## config.mk

```make
export PLATFORM = sky130hd
export DESIGN_NAME = demux1_64_frame_flat
export DESIGN_NICKNAME = d
export VERILOG_FILES = /design/src/rtl/demux1_64_frame_if.sv /design/src/rtl/demux1_64_frame.sv /design/src/flat_wrapper.sv
export SDC_FILE = /design/constraint.sdc
export NUM_CORES = 1
export LEC_CHECK = 0
export ABC_CLOCK_PERIOD_IN_PS = 6100
export CAP_MARGIN = 20
export CORE_MARGIN = 4
export CORE_UTILIZATION = 35
export CTS_CLUSTER_DIAMETER = 200
export DETAILED_ROUTE_END_ITERATION = 12
export PLACE_DENSITY = 0.62
export SLEW_MARGIN = 20
export SYNTH_ARGS = -nofsm -noshare
export SYNTH_HDL_FRONTEND = slang
export SYNTH_SLANG_ARGS = --single-unit
```

## constraint.sdc

```tcl
create_clock -name clk -period 6.1 [get_ports clk]
set_input_delay 1.22 -clock clk [delete_from_list [all_inputs] [get_ports clk]]
set_output_delay 1.22 -clock clk [all_outputs]
set_load 0.05 [all_outputs]
```

## src/rtl/demux1_64_frame_if.sv

```systemverilog
`default_nettype none
// ============================================================================
// Module   : demux1_64_frame_if
// Brief    : Beat input, frame output and control bundle for demux1_64_frame.
// Revision : 1.0  initial release
// ============================================================================
interface demux1_64_frame_if #(
  parameter int WIDTH = 64,
  parameter int SEL_W = 6
);
  logic             clear;
  logic             in_valid;
  logic             in_ready;
  logic             in_bit;
  logic [SEL_W-1:0] select;
  logic             auto_mode;
  logic [WIDTH-1:0] written;
  logic [SEL_W-1:0] ptr;
  logic [WIDTH-1:0] frame_data;
  logic             out_valid;
  logic             out_ready;

  modport master (
    output clear, in_valid, in_bit, select, auto_mode, out_ready,
    input  in_ready, written, ptr, frame_data, out_valid
  );

  modport slave (
    input  clear, in_valid, in_bit, select, auto_mode, out_ready,
    output in_ready, written, ptr, frame_data, out_valid
  );
endinterface
`default_nettype wire

```

## src/rtl/demux1_64_frame.sv

```systemverilog
`default_nettype none
// ============================================================================
// Module   : demux1_64_frame
// Brief    : Registered 1:64 bit demux that assembles a frame and hands it
//            off over a valid/ready handshake.
// Revision : 1.0  initial release
// ============================================================================
module demux1_64_frame #(
  parameter int WIDTH = 64,
  parameter int SEL_W = 6
) (
  input wire logic          clk,
  input wire logic          rst,
  demux1_64_frame_if.slave  bus
);

  typedef enum logic [0:0] {
    ST_FILL = 1'b0,
    ST_HOLD = 1'b1
  } state_t;

  localparam logic [WIDTH-1:0] c_one = {{(WIDTH-1){1'b0}}, 1'b1};

  state_t             r_state;
  state_t             w_state_next;
  logic [WIDTH-1:0]   r_frame;
  logic [WIDTH-1:0]   r_written;
  logic [SEL_W-1:0]   r_ptr;
  logic [SEL_W-1:0]   w_idx;
  logic [WIDTH-1:0]   w_mask_next;
  logic               w_accept;
  logic               w_complete;
  logic               w_handoff;

  // A beat arriving alongside clear is dropped, so clear gates acceptance.
  assign w_accept    = bus.in_valid && (r_state == ST_FILL) && !bus.clear;
  assign w_idx       = bus.auto_mode ? r_ptr : bus.select;
  assign w_mask_next = r_written | (c_one << w_idx);
  assign w_complete  = w_accept && (&w_mask_next);
  assign w_handoff   = (r_state == ST_HOLD) && bus.out_ready;

  always_comb begin
    w_state_next = r_state;
    case (r_state)
      ST_FILL: if (w_complete) w_state_next = ST_HOLD;
      ST_HOLD: if (bus.out_ready) w_state_next = ST_FILL;
      default: w_state_next = ST_FILL;
    endcase
    if (bus.clear) w_state_next = ST_FILL;
  end

  always_ff @(posedge clk) begin
    if (rst) begin
      r_state   <= ST_FILL;
      r_frame   <= '0;
      r_written <= '0;
      r_ptr     <= '0;
    end else begin
      r_state <= w_state_next;
      if (bus.clear || w_handoff) begin
        // frame_data deliberately survives flush and handoff
        r_written <= '0;
        r_ptr     <= '0;
      end else if (w_accept) begin
        r_frame[w_idx] <= bus.in_bit;
        r_written      <= w_mask_next;
        if (bus.auto_mode) r_ptr <= r_ptr + SEL_W'(1);
      end
    end
  end

  assign bus.in_ready   = (r_state == ST_FILL);
  assign bus.out_valid  = (r_state == ST_HOLD);
  assign bus.written    = r_written;
  assign bus.ptr        = r_ptr;
  assign bus.frame_data = r_frame;

endmodule
`default_nettype wire

```

## src/flat_wrapper.sv

```systemverilog
// flat-port wrapper written by rule: the top's interface ports become plain ports
module demux1_64_frame_flat 
#(
  parameter int WIDTH = 64,
  parameter int SEL_W = 6
)
  (clk, rst, bus_clear, bus_in_valid, bus_in_bit, bus_select, bus_auto_mode, bus_out_ready, bus_in_ready, bus_written, bus_ptr, bus_frame_data, bus_out_valid);
  demux1_64_frame_if #(.WIDTH(WIDTH), .SEL_W(SEL_W)) bus_i ();
  input wire logic clk;
  input wire logic rst;
  input wire logic [$bits(bus_i.clear)-1:0] bus_clear;
  input wire logic [$bits(bus_i.in_valid)-1:0] bus_in_valid;
  input wire logic [$bits(bus_i.in_bit)-1:0] bus_in_bit;
  input wire logic [$bits(bus_i.select)-1:0] bus_select;
  input wire logic [$bits(bus_i.auto_mode)-1:0] bus_auto_mode;
  input wire logic [$bits(bus_i.out_ready)-1:0] bus_out_ready;
  output wire logic [$bits(bus_i.in_ready)-1:0] bus_in_ready;
  output wire logic [$bits(bus_i.written)-1:0] bus_written;
  output wire logic [$bits(bus_i.ptr)-1:0] bus_ptr;
  output wire logic [$bits(bus_i.frame_data)-1:0] bus_frame_data;
  output wire logic [$bits(bus_i.out_valid)-1:0] bus_out_valid;
  assign bus_i.clear = bus_clear;
  assign bus_i.in_valid = bus_in_valid;
  assign bus_i.in_bit = bus_in_bit;
  assign bus_i.select = bus_select;
  assign bus_i.auto_mode = bus_auto_mode;
  assign bus_i.out_ready = bus_out_ready;
  assign bus_in_ready = bus_i.in_ready;
  assign bus_written = bus_i.written;
  assign bus_ptr = bus_i.ptr;
  assign bus_frame_data = bus_i.frame_data;
  assign bus_out_valid = bus_i.out_valid;
  demux1_64_frame #(.WIDTH(WIDTH), .SEL_W(SEL_W)) u_core (.clk(clk), .rst(rst), .bus(bus_i));
endmodule
```

==> metrics.txt, run 1 <==
top-area cell type share of the netlist area 46.02%; Max Cap Violations 0; post-route DRC violation count 0; Fmax 0.2292 GHz; Final GP Congestion 0.9505; hold bufs inserted after CTS 0; EDFF count, synth 0; Top Metal Used met4; Die Wd 137.5 um; CTS tree yes; Crit Path Max Fanout 25; Port Buf Inserts 148; Leak Pwr 2.599 nW; initial DRC count 455; grt ovf 0; DR WL met3 1373 um; Total GRT Usage 22.58%; CP max-delay cell clkdlybuf4s50_1; synthesized cell area 5873 um^2; register area share after synthesis 46.02%; hold path startpoint u_core.bus.frame_data[46]$_SDFFE_PP0P_; outcome complete, no violations; Post-CTS Setup Bufs 0; Final period util 71.54%; Yosys reg bits 135; Commonest cells post-synth 150 x nor2_1, 135 x dfxtp_1, 110 x a21oi_1, 82 x nand2_1; P_int 1.573 mW; Combinational Power Share 5.1%; Seq pwr share 43.7%; Slew Viols, Final 0; DR pass1 iterations 6; Worst-Skew Late Latency 430 ps; NetSw 0.4532 mW; Resize count post-CTS 0; Area growth syn-to-layout 37.00%; number of buffers created by CTS 17; Hold Crit Depth 2; Hold Slack 456.2 ps; area of the multi-input gates 2949 um^2; ant diodes 0; Starting Density 35.54%; first-pass GRT wire length 32110 um; largest net degree at the start of global routing 66; FF-to-FF path depth 7; final setup violation count 0; NumNets Final 857; clk root buf clkbuf_16; Reg area 2703 um^2; vias in the first global route 5410; Mean Syn Cell Area 8.157 um^2; IO Count 149; Req. time, crit path 6460 ps; register-to-register setup slack 3260 ps; VDD IR-drop max 204.0 uV; crit end category flop; top cells by area, synth dfxtp_1 46%, nor2_1 9.6%, a21oi_1 9.4%, mux2i_1 5.6%, nand2_1 5.2%; final hold violation count 0; Rel. slew slack 26.66%; CP cell instances clkdlybuf4s50_1 > nand2b_1 > o22ai_2 > a21oi_1 > nor4_1 > nand4_1 > or4_1 > o21ai_1; WL per Instance 19.55 um; die area 18920 um^2; CP startpoint kind input pin; via density per instance 5.247; met1 WL 9941 um; routed wl met2 9294 um; type of the most critical hold path flop to flop; CP peak stage delay 1110 ps; Top FF cell, synth dfxtp_1; Syn Nets 734; yosys warns 0; fillers 1613; layout cells sized above 1 7.251%; switch share 22.37%; CTS HTree Levels 4; CP arrival 4720 ps; crit path time final 4364 ps; fraction of registers with async set/reset 0%; Reg-to-Reg End u_core.bus.out_valid$_SDFF_PP0_; critical path class input pin to flop; TritonCTS Sinks 135; overall die height 137.5 um; Detail Route Antenna Nets 0; Worst Tran Pin Value 1100 ps; post-DP HPWL 15110 um; Clock Path Buffers 2; total power 2.026 mW; Largest delay share family, worst path simple AND/OR/NAND/NOR gates; post-synthesis cell count 720; Core Area 16520 um^2; Hold Path Sink u_core.bus.frame_data[46]$_SDFFE_PP0P_; dominant cell type by area after synthesis dfxtp_1; Worst Path Buf+Inv 1; clock-pin slew on the worst setup and hold paths 60 ps; synth unique cells 57; Critical R2R Launch u_core.bus.ptr[2]$_SDFFE_PP0P_; Vias 5640; setup TNS 0 ps; Cell Pwr Density 251.8 nW/um^2; final wirelength 21020 um; number of antenna violations at the first check in global routing 0; most common cell in the netlist nor2_1; post-route clock skew 4.177 ps; cell row count 47; clock power share 51.2%; RSZ-0062 raised after global routing no
==> through the flow <==
step	area [um^2]	instances	worst slack, ps	utilization [%]
floorplan	5873	720	3059	-
global placement	7443	1044	1448	45.04
detailed placement	7443	1044	1379	45.04
CTS	8046	1075	1816	48.69
global route	8046	1075	1494	48.69
finish	8046	1075	1736	48.69
==> layout make-up <==
type	count	share of cell area, %
Multi-Input combinational cell	534	36.65
Sequential cell	135	33.59
Timing Repair Buffer	153	18.75
Clock buffer	24	6.360
Tap cell	220	3.421
Clock inverter	7	1.135
Inverter	2	0.09330
==> layer usage <==
metal | track usage [%] | vias up
met2 | 33.76 | 226
met1 | 31.84 | 2647
met3 | 5.807 | 31
li1 | - | 2736
met5 | 0 | -
met4 | 7.040 | 0
==> cell families after synthesis <==
group / synth area share, %
adder cells (fa/ha/maj): 0.2130
XOR/XNOR: 0.7456
flip-flops: 46.02
buffers and inverters: 3.856
AND/OR/NAND/NOR: 24.78
AO/OA/AOI/OAI: 18.77
multiplexers: 5.624
==> worst min-delay path: stages (launching register included) <==
cell,delay (ps)
dfxtp_1,310
nand2_1,50
a21oi_1,50
==> how the worst max path moves through the flow <==
stage	startpoint	end	slack (ps)	cells past startpoint
6_report	bus_auto_mode	u_core.bus.out_valid$_SDFF_PP0_	1740	8
5_1_grt	bus_auto_mode	u_core.bus.out_valid$_SDFF_PP0_	1490	8
4_1_cts	bus_auto_mode	u_core.bus.out_valid$_SDFF_PP0_	1820	8
3_5_place_dp	bus_auto_mode	u_core.bus.out_valid$_SDFF_PP0_	1380	8
3_3_place_gp	bus_auto_mode	u_core.bus.out_valid$_SDFF_PP0_	1450	8
2_1_floorplan	bus_auto_mode	u_core.bus.out_valid$_SDFF_PP0_	3060	8
==> sequential cells by signal, summed over array words and instances, names as in the netlist <==
| signal | count |
|---|---|
| u_core.bus.out_valid | 1 |
| u_core.bus.ptr | 6 |
| u_core.bus.frame_data | 64 |
| u_core.bus.written | 64 |
==> placed cells by master, fill, tap and decap left out, types with 2 or more instances in the layout <==
cell,instances
and2_0,2
nand4_1,5
buf_2,2
bufinv_16,2
clkbuf_16,17
nand3_1,20
a21oi_1,110
nor4_1,15
nand3b_1,3
o31ai_4,2
clkinv_2,3
o21a_1,16
and2_1,6
xor2_1,4
a21o_1,2
nor4b_1,2
o21ai_0,17
nand4bb_1,2
buf_4,5
a31o_2,3
or4b_4,2
and3_1,8
nand2_1,82
o21ai_1,2
o22ai_2,6
a31oi_1,6
clkdlybuf4s50_1,146
or4_1,2
nand2b_1,7
a32o_1,2
mux2i_1,33
inv_1,2
clkbuf_8,6
dfxtp_1,135
nor2_1,150
==> power groups by stage <==
| stage | Clock (mW) | Sequential [mW] | Combinational [mW] |
|---|---|---|---|
| finish | 1.04 | 0.886 | 0.104 |
| global placement | 0 | 0.905 | 0.104 |
| floorplan | 0 | 0.909 | 0.0627 |
| CTS | 1.05 | 0.886 | 0.104 |
| global route | 1.09 | 0.885 | 0.111 |
| detailed placement | 0 | 0.905 | 0.103 |
Note: power is estimated with default switching activity, not from simulation.
==> inputs of run 2 (changes only) <==
ABC_CLOCK_PERIOD_IN_PS = 3900   (was 6100)
PLACE_DENSITY = 0.65   (was 0.62)
clock period = 3.9 ns   (was 6.1 ns; I/O delays follow)
==> metrics.txt, run 2 (synthesized netlist as in run 1, its figures left out) <==
hold path startpoint u_core.bus.frame_data[42]$_SDFFE_PP0P_; Cell Pwr Density 385.1 nW/um^2 (+53%); total power 3.137 mW (+55%); number of antenna violations at the first check in global routing 0 (unchanged); type of the most critical hold path flop to flop; VDD IR-drop max 331.5 uV (+62%); hold bufs inserted after CTS 0 (unchanged); CTS tree yes; IO Count 149 (unchanged); RSZ-0062 raised after global routing no; met3 usage 4.858% (-0.95 points); CP startpoint kind input pin; Detail Route Antenna Nets 0 (unchanged); Clock Path Buffers 2 (unchanged); commonest non-fill, non-tap cell in the layout nor2_1; post-route clock skew 14.28 ps (+10.10 ps); layout cells sized above 1 8.516% (+1.3 points); final hold violation count 0 (unchanged); Final period util 79.49%; CP startpoint bus_auto_mode; NumNets Final 871 (+1.6%); crit path time final 3100 ps; overall die height 137.5 um (unchanged); final wirelength 20890 um (-0.58%); Vias 5769 (+2.3%); Crit Path Max Fanout 34 (+36%); Worst Tran Pin Value 893.0 ps (-207.1 ps); Critical R2R Launch u_core.bus.ptr[1]$_SDFFE_PP0P_; ant diodes 0 (unchanged); die area 18920 um^2 (unchanged); Port Buf Inserts 148 (unchanged); Worst-Skew Late Latency 430 ps (about the same); cell row count 47 (unchanged); CP arrival 3440 ps (-1280 ps); outcome complete, no violations; WL per Instance 19.19 um (-1.9%); M1 GR Usage 31.22% (-0.62 points); clk root buf clkbuf_16; Leak Pwr 2.661 nW (+2.4%); Final GP Congestion 0.9077 (-4.5%); fillers 1589 (-1.5%); Total GRT Usage 22.28% (-0.30 points); post-DP HPWL 15130 um (+0.11%); initial DRC count 466 (+2.4%); Post-CTS Setup Bufs 0 (unchanged); Resize count post-CTS 0 (unchanged); CTS HTree Levels 4 (unchanged); area of the multi-input gates 2949 um^2 (unchanged); post-route DRC violation count 0 (unchanged); vias in the first global route 5484 (+1.4%); clock-pin slew on the worst setup and hold paths 50 ps (about the same); Req. time, crit path 4240 ps (-2220 ps); Core Area 16520 um^2 (unchanged); GRT busiest layer met2; TritonCTS Sinks 135 (unchanged); DR pass1 iterations 5 (-1); first-pass GRT wire length 31840 um (-0.84%); Max Cap Violations 0 (unchanged); Starting Density 35.54% (unchanged); largest net degree at the start of global routing 65 (-1.5%); met2 usage 34.25% (+0.49 points); most frequent cells in the layout 150 x nor2_1, 146 x clkdlybuf4s50_1, 135 x dfxtp_1; crit end category flop; Reg area 2703 um^2 (unchanged); final setup violation count 0 (unchanged); setup TNS 0 ps (unchanged); Die Wd 137.5 um (unchanged); grt ovf 0 (unchanged); Slew Viols, Final 0 (unchanged); number of buffers created by CTS 17 (unchanged); Area growth syn-to-layout 38.71%; Fmax 0.3226 GHz; via density per instance 5.298 (+0.97%); Rel. slew slack 40.47% (+14 points); critical path class input pin to flop
run 2: cell count changes in the layout (fill, tap and decap cells not counted):
| cell | delta |
|---|---|
| buf_12 | +1 |
| buf_4 | +13 |
| clkbuf_1 | +2 |
| clkbuf_8 | -2 |
| clkinv_2 | -1 |
| clkinvlp_4 | +1 |
run 2: worst paths after layout:
path	end	slack, ps	cells after the start
worst max-delay path	u_core.bus.out_valid$_SDFF_PP0_	800	10
worst min-delay path	u_core.bus.frame_data[42]$_SDFFE_PP0P_	450	2
worst max register to register	u_core.bus.out_valid$_SDFF_PP0_	1240	7
worst min register to register	u_core.bus.frame_data[42]$_SDFFE_PP0P_	450	2
run 2: worst max-delay path, stage by stage:
cell and delay, ps:
clkdlybuf4s50_1 500, buf_12 200, nand2b_1 230, o31ai_4 380, buf_4 260, a21oi_1 100
nor4_1 210, nand4_1 140, or4_1 500, o21ai_1 140
run 2: per-layer routing:
metal  wire length (um)  part of all wire (%)
met3               1446                   6.9
met4                427                   2.0
met5                  0                     0
met2               9381                    45
met1               9637                    46
run 2: stage by stage:
stage	setup WS (ps)	instance area, um^2	instances	utilization (%)	hold WS [ps]
floorplan	1299	5873	720	-	671.1
global placement	368.5	7561	1058	45.76	443.7
detailed placement	335.8	7561	1058	45.76	449.5
CTS	796.4	8147	1089	49.30	457.0
global route	661.0	8147	1089	49.30	470.1
finish	800.0	8147	1089	49.30	454.1
run 2: final cells by class:
cell class	count	area share (%)
Clock buffer	24	6.036
Clock inverter	7	1.152
Inverter	2	0.09215
Multi-Input combinational cell	534	36.20
Sequential cell	135	33.17
Tap cell	220	3.379
Timing Repair Buffer	167	19.97
run 2: where the power goes:
part	leakage, nW	switching (mW)	internal (mW)
clock	0.282	0.578	1.00
combinational	1.29	0.121	0.0494
sequential	1.09	0.00314	1.38
total	2.66	0.702	2.43
==> inputs of run 3 (changes only) <==
ABC_CLOCK_PERIOD_IN_PS = 3200   (was 3900)
PLACE_DENSITY = 0.62   (was 0.65)
clock period = 3.2 ns   (was 3.9 ns; I/O delays follow)
==> metrics.txt, run 3 (synthesized netlist as in run 1, its figures left out) <==
Reg area 2703 um^2 (unchanged); hold bufs inserted after CTS 0 (unchanged); number of buffers created by CTS 17 (unchanged); Seq pwr share 42.3% (-1.9 points); clk root buf clkbuf_16; first-pass GRT wire length 32920 um (+3.4%); overall die height 137.5 um (unchanged); Resize count post-CTS 0 (unchanged); Crit Path Max Fanout 10 (-71%); outcome complete, no violations; RSZ-0062 raised after global routing no; Max Cap Violations 0 (unchanged); Hold Crit Depth 2 (unchanged); Combinational Power Share 6.1% (+0.7 points); via density per instance 5.163 (-2.5%); Port Buf Inserts 148 (unchanged); Die Wd 137.5 um (unchanged); clock power share 51.6% (+1.2 points); Worst Path Buf+Inv 3 (unchanged); IO Count 149 (unchanged); commonest non-fill, non-tap cell in the layout nor2_1; fillers 1567 (-1.4%); Area growth syn-to-layout 46.04%; CP peak stage delay 540 ps (+40 ps); hold path startpoint u_core.bus.frame_data[46]$_SDFFE_PP0P_; layout cells sized above 1 12.94% (+4.4 points); crit end category flop; Final period util 91.88%; NumNets Final 914 (+4.9%); Layout Utilization 51.90% (+2.6 points); Clock Path Buffers 2 (unchanged); Starting Density 35.54% (unchanged); CP startpoint kind input pin; TritonCTS Sinks 135 (unchanged); Post-CTS Setup Bufs 0 (unchanged); CP cell instances clkdlybuf4s50_1 > buf_4 > or2b_1 > buf_4 > o22ai_4 > a21oi_2 > nor4_1 > nand4_1 > or4_1 > o21ai_1; Leak Pwr 2.911 nW (+9.4%); Hold Path Sink u_core.bus.frame_data[46]$_SDFFE_PP0P_; crit path time final 2940 ps; switch share 22.44% (+0.058 points); type of the most critical hold path flop to flop; CTS tree yes; Critical R2R Launch u_core.bus.ptr[5]$_SDFFE_PP0P_; post-route DRC violation count 0 (unchanged); Hold Slack 452.7 ps (-1.356 ps); Req. time, crit path 3550 ps (-690 ps); grt ovf 0 (unchanged); Slew Viols, Final 0 (unchanged); Total GRT Usage 23.07% (+0.79 points); area of the multi-input gates 2949 um^2 (unchanged); most frequent cells in the layout 150 x nor2_1, 146 x clkdlybuf4s50_1, 135 x dfxtp_1; Largest delay share family, worst path simple AND/OR/NAND/NOR gates; CTS HTree Levels 4 (unchanged); DR pass1 iterations 6 (+1); CP arrival 3290 ps (-150 ps); final setup violation count 0 (unchanged); post-route clock skew 7.704 ps (-6.573 ps); P_int 3.094 mW (+27%); NetSw 0.8952 mW (+27%); WL per Instance 18.95 um (-1.2%); clock-pin slew on the worst setup and hold paths 60 ps (about the same); number of antenna violations at the first check in global routing 0 (unchanged); final wirelength 21450 um (+2.7%); Detail Route Antenna Nets 0 (unchanged); ant diodes 0 (unchanged); Rel. slew slack 49.81% (+9.3 points); critical path class input pin to flop; Core Area 16520 um^2 (unchanged); Fmax 0.3401 GHz; register-to-register setup slack 730 ps (-510 ps); Reg-to-Reg End u_core.bus.out_valid$_SDFF_PP0_; initial DRC count 416 (-11%); final hold violation count 0 (unchanged); post-DP HPWL 16160 um (+6.8%); final std cell area, no fill 8577 um^2 (+5.3%); DP Area 7959 um^2 (+5.3%); die area 18920 um^2 (unchanged); Worst Tran Pin Value 752.8 ps (-140.1 ps); Final GP Congestion 0.9583 (+5.6%); FF-to-FF path depth 7 (unchanged); Cell Pwr Density 465.1 nW/um^2 (+21%); largest net degree at the start of global routing 65 (unchanged); Vias 5845 (+1.3%); cell row count 47 (unchanged); CP max-delay cell clkdlybuf4s50_1; VDD IR-drop max 365.8 uV (+10%); most frequent CP cell buf_4; vias in the first global route 5639 (+2.8%); Worst-Skew Late Latency 420 ps (about the same)
[run 3: final cells by class]
class,count,area share [%]
sequential,135,31.51
tap,220,3.209
multi-input combinational,534,34.38
inverter,2,0.08753
timing repair buffer,210,23.60
clock inverter,11,1.999
clock buffer,20,5.208
[run 3: power groups by stage]
stage / logic (mW) / registers (mW) / clock network, mW
finish: 0.243 / 1.69 / 2.06
global route: 0.259 / 1.69 / 2.16
CTS: 0.242 / 1.69 / 2.10
detailed placement: 0.242 / 1.72 / 0
global placement: 0.243 / 1.72 / 0
floorplan: 0.119 / 1.73 / 0
[run 3: worst max path at each step]
| stage | cells past startpoint | to | slack, ps | from |
|---|---|---|---|---|
| CTS | 10 | u_core.bus.out_valid$_SDFF_PP0_ | 300 | bus_auto_mode |
| global placement | 10 | u_core.bus.out_valid$_SDFF_PP0_ | -130 | bus_auto_mode |
| floorplan | 9 | u_core.bus.out_valid$_SDFF_PP0_ | 690 | u_core.bus.ptr[0]$_SDFFE_PP0P_ |
| global route | 10 | u_core.bus.out_valid$_SDFF_PP0_ | 20 | bus_auto_mode |
| detailed placement | 10 | u_core.bus.out_valid$_SDFF_PP0_ | -140 | bus_auto_mode |
| finish | 10 | u_core.bus.out_valid$_SDFF_PP0_ | 260 | bus_auto_mode |
[run 3: stage by stage]
step	worst slack (ps)	power [mW]	TNS, ps	std cells
after floorplan	690.8	1.853	0	720
after global placement	-130.8	1.967	-130.8	1101
after detailed placement	-135.7	1.965	-135.7	1101
after CTS	295.3	4.027	0	1132
after global routing	20.85	4.103	0	1132
final	259.7	3.989	0	1132
[run 3: worst min-delay path: stages (launching register included)]
cell	delay [ps]
dfxtp_1	310
nand2_1	50
a21oi_1	50
[run 3: routing by layer]
metal / routed length, um / GRT usage, % / share of wire (%)
met1: 9994 / 31.96 / 47
met2: 9579 / 35.49 / 45
met3: 1396 / 5.223 / 6.5
met4: 483 / 7.650 / 2.3
met5: 0 / 0 / 0
